## src/rtl/hack_pkg.sv

```systemverilog
// rtl/hack_pkg.sv - shared Hack ALU word width, ctrl bit positions and named encodings
package hack_pkg;

    localparam int WORD_W = 16;

    // Bit positions inside ctrl = {zx,nx,zy,ny,f,no}
    localparam int CTRL_ZX = 5;
    localparam int CTRL_NX = 4;
    localparam int CTRL_ZY = 3;
    localparam int CTRL_NY = 2;
    localparam int CTRL_F  = 1;
    localparam int CTRL_NO = 0;

    localparam logic [5:0] ALU_ZERO    = 6'b101010;
    localparam logic [5:0] ALU_ONE     = 6'b111111;
    localparam logic [5:0] ALU_NEG1    = 6'b111010;
    localparam logic [5:0] ALU_X       = 6'b001100;
    localparam logic [5:0] ALU_NOTX    = 6'b001101;
    localparam logic [5:0] ALU_XPLUSY  = 6'b000010;
    localparam logic [5:0] ALU_XMINUSY = 6'b010011;
    localparam logic [5:0] ALU_XANDY   = 6'b000000;

endpackage

```

## src/rtl/alu_pipe_if.sv

```systemverilog
// rtl/alu_pipe_if.sv - operation/result handshake bundle for alu_pipe
// slave : DUT view (takes in_valid/x/y/ctrl/out_ready, drives in_ready/out_valid/out/zr/ng)
// master: producer/consumer view, directions mirrored
interface alu_pipe_if
    import hack_pkg::*;
#(
    parameter int WIDTH = WORD_W
);
    logic             in_valid;
    logic             in_ready;
    logic [WIDTH-1:0] x;
    logic [WIDTH-1:0] y;
    logic [5:0]       ctrl;
    logic             out_valid;
    logic             out_ready;
    logic [WIDTH-1:0] out;
    logic             zr;
    logic             ng;

    modport slave (
        input  in_valid, x, y, ctrl, out_ready,
        output in_ready, out_valid, out, zr, ng
    );

    modport master (
        output in_valid, x, y, ctrl, out_ready,
        input  in_ready, out_valid, out, zr, ng
    );
endinterface

```

## src/rtl/alu_pre.sv

```systemverilog
// rtl/alu_pre.sv - combinational zero/negate for one ALU operand
// d_i : operand, z_i : force to zero, n_i : invert after zeroing, d_o : result
module alu_pre
    import hack_pkg::*;
#(
    parameter int WIDTH = WORD_W
) (
    input  logic [WIDTH-1:0] d_i,
    input  logic             z_i,
    input  logic             n_i,
    output logic [WIDTH-1:0] d_o
);
    // The inverter block is fixed at 16 bits, so the operand is tiled over
    // as many copies as needed; padding bits are never used.
    localparam int CHUNKS = (WIDTH + 15) / 16;
    localparam int PW     = CHUNKS * 16;

    logic [WIDTH-1:0] zeroed;
    logic [PW-1:0]    pad;
    logic [PW-1:0]    inv;

    assign zeroed = z_i ? '0 : d_i;
    assign pad    = PW'(zeroed);

    for (genvar i = 0; i < CHUNKS; i++) begin : g_not
        not16 u_not (
            .in_i  (pad[i*16 +: 16]),
            .out_o (inv[i*16 +: 16])
        );
    end

    assign d_o = n_i ? inv[WIDTH-1:0] : zeroed;
endmodule

```

## src/rtl/not16.sv

```systemverilog
// rtl/not16.sv - existing 16-bit bitwise inversion stage
// in_i : 16-bit word, out_o : ~in_i
module not16 (
    input  logic [15:0] in_i,
    output logic [15:0] out_o
);
    assign out_o = ~in_i;
endmodule

```

## src/rtl/alu_pipe.sv

```systemverilog
// rtl/alu_pipe.sv - two-stage pipelined Hack ALU with valid/ready on both sides
// clk   : system clock, rising edge
// rst_n : synchronous active-low reset
// bus   : alu_pipe_if.slave (operation in, result + zr/ng out)
// busy  : either stage holds an operation
module alu_pipe
    import hack_pkg::*;
#(
    parameter int WIDTH = WORD_W
) (
    input  logic        clk,
    input  logic        rst_n,
    alu_pipe_if.slave   bus,
    output logic        busy
);
    logic [WIDTH-1:0] xa_c, ya_c, r_c;
    logic             s1_load, s2_load;

    logic             s1_valid_q, s1_valid_d;
    logic [WIDTH-1:0] xa_q, xa_d, ya_q, ya_d;
    logic             f_q, f_d, no_q, no_d;
    logic             s2_valid_q, s2_valid_d;
    logic [WIDTH-1:0] out_q, out_d;
    logic             zr_q, zr_d, ng_q, ng_d;

    alu_pre #(.WIDTH(WIDTH)) u_pre_x (
        .d_i (bus.x),
        .z_i (bus.ctrl[CTRL_ZX]),
        .n_i (bus.ctrl[CTRL_NX]),
        .d_o (xa_c)
    );

    alu_pre #(.WIDTH(WIDTH)) u_pre_y (
        .d_i (bus.y),
        .z_i (bus.ctrl[CTRL_ZY]),
        .n_i (bus.ctrl[CTRL_NY]),
        .d_o (ya_c)
    );

    always_comb begin
        // s2 can take s1's entry whenever its own slot frees this edge,
        // and s1 likewise when its entry moves on, so a full pipe streams.
        s2_load = s1_valid_q && (!s2_valid_q || bus.out_ready);
        s1_load = bus.in_valid && (!s1_valid_q || s2_load);

        r_c = f_q ? (xa_q + ya_q) : (xa_q & ya_q);
        if (no_q) begin
            r_c = ~r_c;
        end

        s1_valid_d = s1_valid_q;
        xa_d       = xa_q;
        ya_d       = ya_q;
        f_d        = f_q;
        no_d       = no_q;
        s2_valid_d = s2_valid_q;
        out_d      = out_q;
        zr_d       = zr_q;
        ng_d       = ng_q;

        if (s1_load) begin
            s1_valid_d = 1'b1;
            xa_d       = xa_c;
            ya_d       = ya_c;
            f_d        = bus.ctrl[CTRL_F];
            no_d       = bus.ctrl[CTRL_NO];
        end else if (s2_load) begin
            s1_valid_d = 1'b0;
        end

        // Result registers only change on a load, so they hold while stalled
        // and keep the last value once the stage drains.
        if (s2_load) begin
            s2_valid_d = 1'b1;
            out_d      = r_c;
            zr_d       = (r_c == '0);
            ng_d       = r_c[WIDTH-1];
        end else if (s2_valid_q && bus.out_ready) begin
            s2_valid_d = 1'b0;
        end
    end

    always_ff @(posedge clk) begin
        if (!rst_n) begin
            s1_valid_q <= 1'b0;
            xa_q       <= '0;
            ya_q       <= '0;
            f_q        <= 1'b0;
            no_q       <= 1'b0;
            s2_valid_q <= 1'b0;
            out_q      <= '0;
            zr_q       <= 1'b0;
            ng_q       <= 1'b0;
        end else begin
            s1_valid_q <= s1_valid_d;
            xa_q       <= xa_d;
            ya_q       <= ya_d;
            f_q        <= f_d;
            no_q       <= no_d;
            s2_valid_q <= s2_valid_d;
            out_q      <= out_d;
            zr_q       <= zr_d;
            ng_q       <= ng_d;
        end
    end

    assign bus.in_ready  = rst_n && (!s1_valid_q || !s2_valid_q || bus.out_ready);
    assign bus.out_valid = s2_valid_q;
    assign bus.out       = out_q;
    assign bus.zr        = zr_q;
    assign bus.ng        = ng_q;
    assign busy          = s1_valid_q || s2_valid_q;
endmodule
```

## src/flat_wrapper.sv

```systemverilog
// flat-port wrapper written by rule: the top's interface ports become plain ports
module alu_pipe_flat import hack_pkg::*;
#(
    parameter int WIDTH = WORD_W
)
  (clk, rst_n, busy, bus_in_valid, bus_x, bus_y, bus_ctrl, bus_out_ready, bus_in_ready, bus_out_valid, bus_out, bus_zr, bus_ng);
  alu_pipe_if #(.WIDTH(WIDTH)) bus_i ();
  input  logic clk;
  input  logic rst_n;
  output logic busy;
  input wire logic [$bits(bus_i.in_valid)-1:0] bus_in_valid;
  input wire logic [$bits(bus_i.x)-1:0] bus_x;
  input wire logic [$bits(bus_i.y)-1:0] bus_y;
  input wire logic [$bits(bus_i.ctrl)-1:0] bus_ctrl;
  input wire logic [$bits(bus_i.out_ready)-1:0] bus_out_ready;
  output wire logic [$bits(bus_i.in_ready)-1:0] bus_in_ready;
  output wire logic [$bits(bus_i.out_valid)-1:0] bus_out_valid;
  output wire logic [$bits(bus_i.out)-1:0] bus_out;
  output wire logic [$bits(bus_i.zr)-1:0] bus_zr;
  output wire logic [$bits(bus_i.ng)-1:0] bus_ng;
  assign bus_i.in_valid = bus_in_valid;
  assign bus_i.x = bus_x;
  assign bus_i.y = bus_y;
  assign bus_i.ctrl = bus_ctrl;
  assign bus_i.out_ready = bus_out_ready;
  assign bus_in_ready = bus_i.in_ready;
  assign bus_out_valid = bus_i.out_valid;
  assign bus_out = bus_i.out;
  assign bus_zr = bus_i.zr;
  assign bus_ng = bus_i.ng;
  alu_pipe #(.WIDTH(WIDTH)) u_core (.clk(clk), .rst_n(rst_n), .bus(bus_i), .busy(busy));
endmodule
```

## config.mk

```make
export PLATFORM = sky130hd
export DESIGN_NAME = alu_pipe_flat
export DESIGN_NICKNAME = d
export VERILOG_FILES = /design/src/rtl/hack_pkg.sv /design/src/rtl/alu_pipe_if.sv /design/src/rtl/alu_pre.sv /design/src/rtl/not16.sv /design/src/rtl/alu_pipe.sv /design/src/flat_wrapper.sv
export SDC_FILE = /design/constraint.sdc
export NUM_CORES = 1
export LEC_CHECK = 0
export CORE_MARGIN = 8
export CORE_UTILIZATION = 35
export DETAILED_ROUTE_END_ITERATION = 16
export HOLD_SLACK_MARGIN = 0.02
export SLEW_MARGIN = 10
export SYNTH_ARGS = -nofsm -noshare
export SYNTH_HDL_FRONTEND = slang
export SYNTH_SLANG_ARGS = --single-unit
```

## constraint.sdc

```tcl
create_clock -name clk -period 2.8 [get_ports clk]
set_input_delay 0.56 -clock clk [delete_from_list [all_inputs] [get_ports clk]]
set_output_delay 0.56 -clock clk [all_outputs]
set_load 0.02 [all_outputs]
```

# Yosys cells after proc, flatten, opt, wreduce, memory -nomap -nowiden
# Cells that the tools add are included.
# W data, S select, Z words.
[totals] regBits=54 in_bits=42 output_inout_bits=21 word_cells=38
[op_classes] mux=10 n_addsub=1 reduce_logical=14 bitwise_logic=4
[op_table] op="$mux W16" count=6
[op_table] op="$not A16 Y16" count=3
[op_table] op="$add A16 B16 Y16" count=1
[op_table] op="$and A16 B16 Y16" count=1
[op_table] op="$logic_not A16 Y1" count=1
[op_table] op="$logic_or A1 B1 Y1" count=5
[op_table] op="$logic_and A1 B1 Y1" count=4
[op_table] op="$mux W1" count=4
[op_table] op="$reduce_bool A2 Y1" count=2
[op_table] op="$logic_not A1 Y1" count=2

# Logic depth before layout (Yosys ltp)
[depth] word_depth=6 mapped_depth=10 depth_no_buf=10

# Cells and area by module
# From an unflattened synthesis, not the netlist that was laid out.
[unflattened] hier_cells=509 area_unflattened_um2=3991.3
[modules_own_cells] mod="alu_pipe" seq_area_each_um2=1061.0 cells_each=407 area_per_inst_um2=3245.6 n_inst=1
[modules_own_cells] mod="alu_pre" seq_area_each_um2=0.0 cells_each=35 area_per_inst_um2=312.8 n_inst=2
[modules_own_cells] mod="not16" seq_area_each_um2=0.0 cells_each=16 area_per_inst_um2=60.1 n_inst=2

# Worst setup path after synthesis
# OpenSTA, ideal clock, no wires.
[synth_path] kind="reg2reg" from="register u_core.ya_q[0]" to="register u_core.zr_q (netlist: u_core.bus.zr)" arrival_ns=2.866 setup_ns=0.084 t_required_ns=2.716 stages_incl_launch_ff=11 period_less_slack_ns=2.951 path_buffers=0 path_slack_ns=-0.151 path_cell_list="dfxtp_1 > ha_1 > fa_1 > a21o_1 > a221oi_2 > o211ai_2 > a211o_1 > a41o_1 > or3b_1 > o22a_1 > o31ai_2"
[synth_via] elab_chain_cells=5 word_cells_on_any_way=6 cone_classes="add/sub: 1; mux: 2; bitwise: 2; reduce/logical: 1"
[synth_rtl] item="start, declared" line="alu_pipe.sv:20" source="logic [WIDTH-1:0] xa_q, xa_d, ya_q, ya_d;"
[synth_rtl] item="start signal, assigned" line="alu_pipe.sv:97" source="ya_q <= ya_d;"
[synth_rtl] item="$add A16 B16 Y16 or $and A16 B16 Y16 (tied branches)" line="alu_pipe.sv:46" source="r_c = f_q ? (xa_q + ya_q) : (xa_q & ya_q);"
[synth_rtl] item="$mux W16 (*)" line="alu_pipe.sv:46"
[synth_rtl] item="$not A16 Y16" line="alu_pipe.sv:48" source="r_c = ~r_c;"
[synth_rtl] item="$mux W16 (*)" line="alu_pipe.sv:47" source="if (no_q) begin"
[synth_rtl] item="$logic_not A16 Y1 (*)" line="alu_pipe.sv:76" source="zr_d = (r_c == '0);"
[synth_rtl] item="end signal, assigned" line="alu_pipe.sv:102" source="zr_q <= zr_d;"
[synth_rtl] item="end, declared" line="alu_pipe.sv:24" source="logic zr_q, zr_d, ng_q, ng_d;"
# Every way passes the cells marked *; elsewhere a longest branch is shown, timed or not.
# A chain may end at the register's enable or synchronous reset.

# Worst setup path after layout
[layout_path] from="register u_core.xa_q[0]" to="register u_core.zr_q (netlist: u_core.bus.zr)"
[layout_via] elab_chain_cells=5 word_cells_on_any_way=6 cone_classes="add/sub: 1; mux: 2; bitwise: 2; reduce/logical: 1"
[layout_rtl] item="start, declared" line="alu_pipe.sv:20"
[layout_rtl] item="start signal, assigned" line="alu_pipe.sv:86" source="xa_q <= '0;"
[layout_rtl] item="start signal, assigned" line="alu_pipe.sv:96" source="xa_q <= xa_d;"
[layout_rtl] item="$add A16 B16 Y16 or $and A16 B16 Y16 (tied branches)" line="alu_pipe.sv:46"
[layout_rtl] item="$mux W16 (*)" line="alu_pipe.sv:46"
[layout_rtl] item="$not A16 Y16" line="alu_pipe.sv:48"
[layout_rtl] item="$mux W16 (*)" line="alu_pipe.sv:47"
[layout_rtl] item="$logic_not A16 Y1 (*)" line="alu_pipe.sv:76"
# Marked as above.

==> impl_metrics.tcl <==
set metrics [dict create \
    ys_warn_count 0 \
    clock_sinks 53 \
    synth_edf_count 0 \
    cap_violations 0 \
    clock_skew_ns 0.0109 \
    diodes 0 \
    ant_nets 0 \
    min_to "u_core.bus.out[3]" \
    utilization_pct 45.4 \
    clockBufferDepth 2 \
    worstRegToRegCells 10 \
    tightest_slew_ns 0.640 \
    syn_nets 505 \
    rows 37 \
    drt-initial-drc-count 163 \
    powerDensity_nw_per_um2 398 \
    required_ns 3.03 \
    yosysSeqAreaShare_pct 28.5 \
    drive_gt1_share_pct 9.80 \
    drt-wirelength-per-cell_um 13.8 \
    period_needed_ns 2.79 \
    initial_utilization_pct 36.0 \
    power.leakage_uw 0.00207 \
    postSynthCellCount 446 \
    tns_ns 0 \
    dp_hpwl_mm 6.88 \
    criticalPathCategory "register to register" \
    finalSetupViolCount 0 \
    max_freq_mhz 359 \
    reg2reg_slack_ns 0.01 \
    io_pins 63 \
    relSlewSlack_pct 57.3 \
    fin_nets 560 \
    h-tree-depth 2 \
    min_path_cells 2 \
    hold_viol 0 \
    r2r_end "u_core.bus.zr" \
    grt_start_max_net_pins 55 \
    placed_cell_area_sq_um 4570 \
    crit_fanout 3 \
    finalPower_uw 1870 \
    status "completed" \
    fp.dieArea_sq_um 14200 \
    critPathArrivalTime_ns 3.02 \
    cts_tree "yes" \
    worstHoldPathType "register to register" \
    antenna_found_initial 0 \
    vias 3193 \
    die_y_um 119 \
    rsz0062_at_grt "true" \
    drv_slew 0 \
    wirelength_mm 8.75 \
    vias_per_cell 5.02 \
    clk_pin_slew_worst_paths_ns 0.10 \
    numCtsBuffers 5 \
    grt.total_usage_pct 12.1 \
    synth_top_area_cell "dfxtp_1" \
    start_kind "register" \
    yosysTopAreaCellShare_pct 28.5 \
    design_area_sq_um 4690 \
    drc 0 \
    worst_setup_path_end_kind "register" \
    syn_area_sq_um 3720 \
    syn_to_final_growth_pct 26.0 \
    synthFlopType "dfxtp_1" \
    dr.pass1.iters 4 \
    avgSynthCellArea_sq_um 8.34 \
    grt_pass1_wl_mm 14.7 \
    async_reset_ff_share_pct 0 \
    layout_common_cells "67 x nand2_1, 62 x clkdlybuf4s50_1, 51 x dfxtp_1" \
    gr-total-overflow 0 \
    core_area_sq_um 10300 \
    die_w_um 119 \
    yosysUniqueCellTypes 57 \
    clockRootBuffer "clkbuf_8" \
    synth_area_leaders "dfxtp_1 29%, xnor2_1 10%, o211a_1 9.2%, nand2_1 6.8%, nor2b_1 6.2%" \
    port_buffers 62 \
    hold_start "u_core.bus.out[3]" \
    fillers 1034 \
    final_common_cell "nand2_1" \
    grt_pass1_vias 3031 \
    irDropWorstVdd_uv 190 \
    globalplace.congestion 0.808 \
    fin_crit_sh_pct 99.6 \
    clkLatencyLatePin_ns 0.30 \
    r2r-start "u_core.xa_q[0]" \
    synth-seq-cells 53 \
]
[flip-flops by register name, summed over array words and instances (netlist names)]
name,cells
u_core.xa_q,16
u_core.ya_q,16
u_core.bus.out,15
u_core.bus.ng,1
u_core.bus.out_valid,1
u_core.bus.zr,1
u_core.f_q,1
u_core.no_q,1
u_core.s1_valid_q,1
[report_power, final]
group          internal (uW)  leakage, uW  switching [uW]
sequential               807     0.000438            36.9
combinational            315      0.00159             310
clock                    165    0.0000399             233
total                   1290      0.00207             580
[cell families (layout without fill, tap and decap cells)]
kind of cell / after synthesis / count (layout) / synth area share [%]
compound gates: 106 / 106 / 22.9
xor+xnor: 54 / 54 / 12.7
fa+ha+maj: 17 / 17 / 5.92
buf+inv: 37 / 91 / 3.87
flops: 53 / 53 / 28.5
mux: 11 / 11 / 3.06
simple gates: 168 / 168 / 23.0
[worst max-delay path by stage]
stage	slack, ns	endpoint	from
after CTS	-0.009	u_core.bus.zr	u_core.ya_q[0]
after global placement	0.01	u_core.bus.zr	u_core.ya_q[0]
after detailed placement	-0.06	u_core.bus.zr	u_core.ya_q[0]
final	0.01	u_core.bus.zr	u_core.xa_q[0]
after global routing	-0.18	u_core.bus.zr	u_core.ya_q[0]
after floorplan	0.01	u_core.bus.zr	u_core.ya_q[0]
[synthesized netlist by cell type, types with 3 or more instances]
cell type	instances
ha_1	16
clkbuf_1	27
o211a_1	34
nand3b_1	5
buf_1	6
xnor2_1	43
a21oi_1	17
a21o_1	6
nand3_1	10
o21ai_0	15
mux2_2	3
and2_1	14
xor2_1	11
nor2_1	14
a21boi_0	4
nor3_1	4
nand2b_1	3
nand2_1	67
dfxtp_1	53
mux2i_1	8
nor2b_1	37
o211ai_1	4
[metrics by stage]
| stage | std cells | hold slack, ns | setup slack, ns |
|---|---|---|---|
| floorplan | 446 | 0.476 | 0.0109 |
| global placement | 630 | 0.458 | 0.0101 |
| detailed placement | 630 | 0.461 | -0.0559 |
| CTS | 636 | 0.472 | -0.00889 |
| global route | 636 | 0.505 | -0.182 |
| finish | 636 | 0.468 | 0.0108 |
[per-layer routing]
layer | GRT usage [%] | vias up | wire length [um]
li1 | - | 1671 | -
met1 | 15.9 | 1455 | 4350
met2 | 19.6 | 63 | 3900
met3 | 3.26 | 4 | 448
met4 | 2.13 | 0 | 45
met5 | 0 | - | 0
[area by class of cell]
type	instances	area, sq um	area share [%]
Tap cell	136	170	3.63
Multi-Input combinational cell	356	2580	55.1
Inverter	2	7.51	0.160
Clock inverter	1	5.00	0.107
Sequential cell	53	1060	22.7
Timing Repair Buffer	83	791	16.9
Clock buffer	5	68.8	1.47
[critical path: stages (launching register included)]
cell and delay (ns):
dfxtp_2 0.34, ha_4 0.16, fa_2 0.36, a21o_1 0.21, a221oi_4 0.28, o211ai_2 0.13, a211o_1 0.27, a41o_1 0.25
or3b_1 0.37, o22a_1 0.19, o31ai_2 0.16
[what timing repair did]
item | 4_1_cts | 5_1_grt
setup buffers | 0 | 0
hold buffers | 0 | 0
gates resized for setup | 4 | 4
endpoints found under the setup margin | 1 | 5
pin swaps | 1 | 0
(Power assumes the default switching activity.)
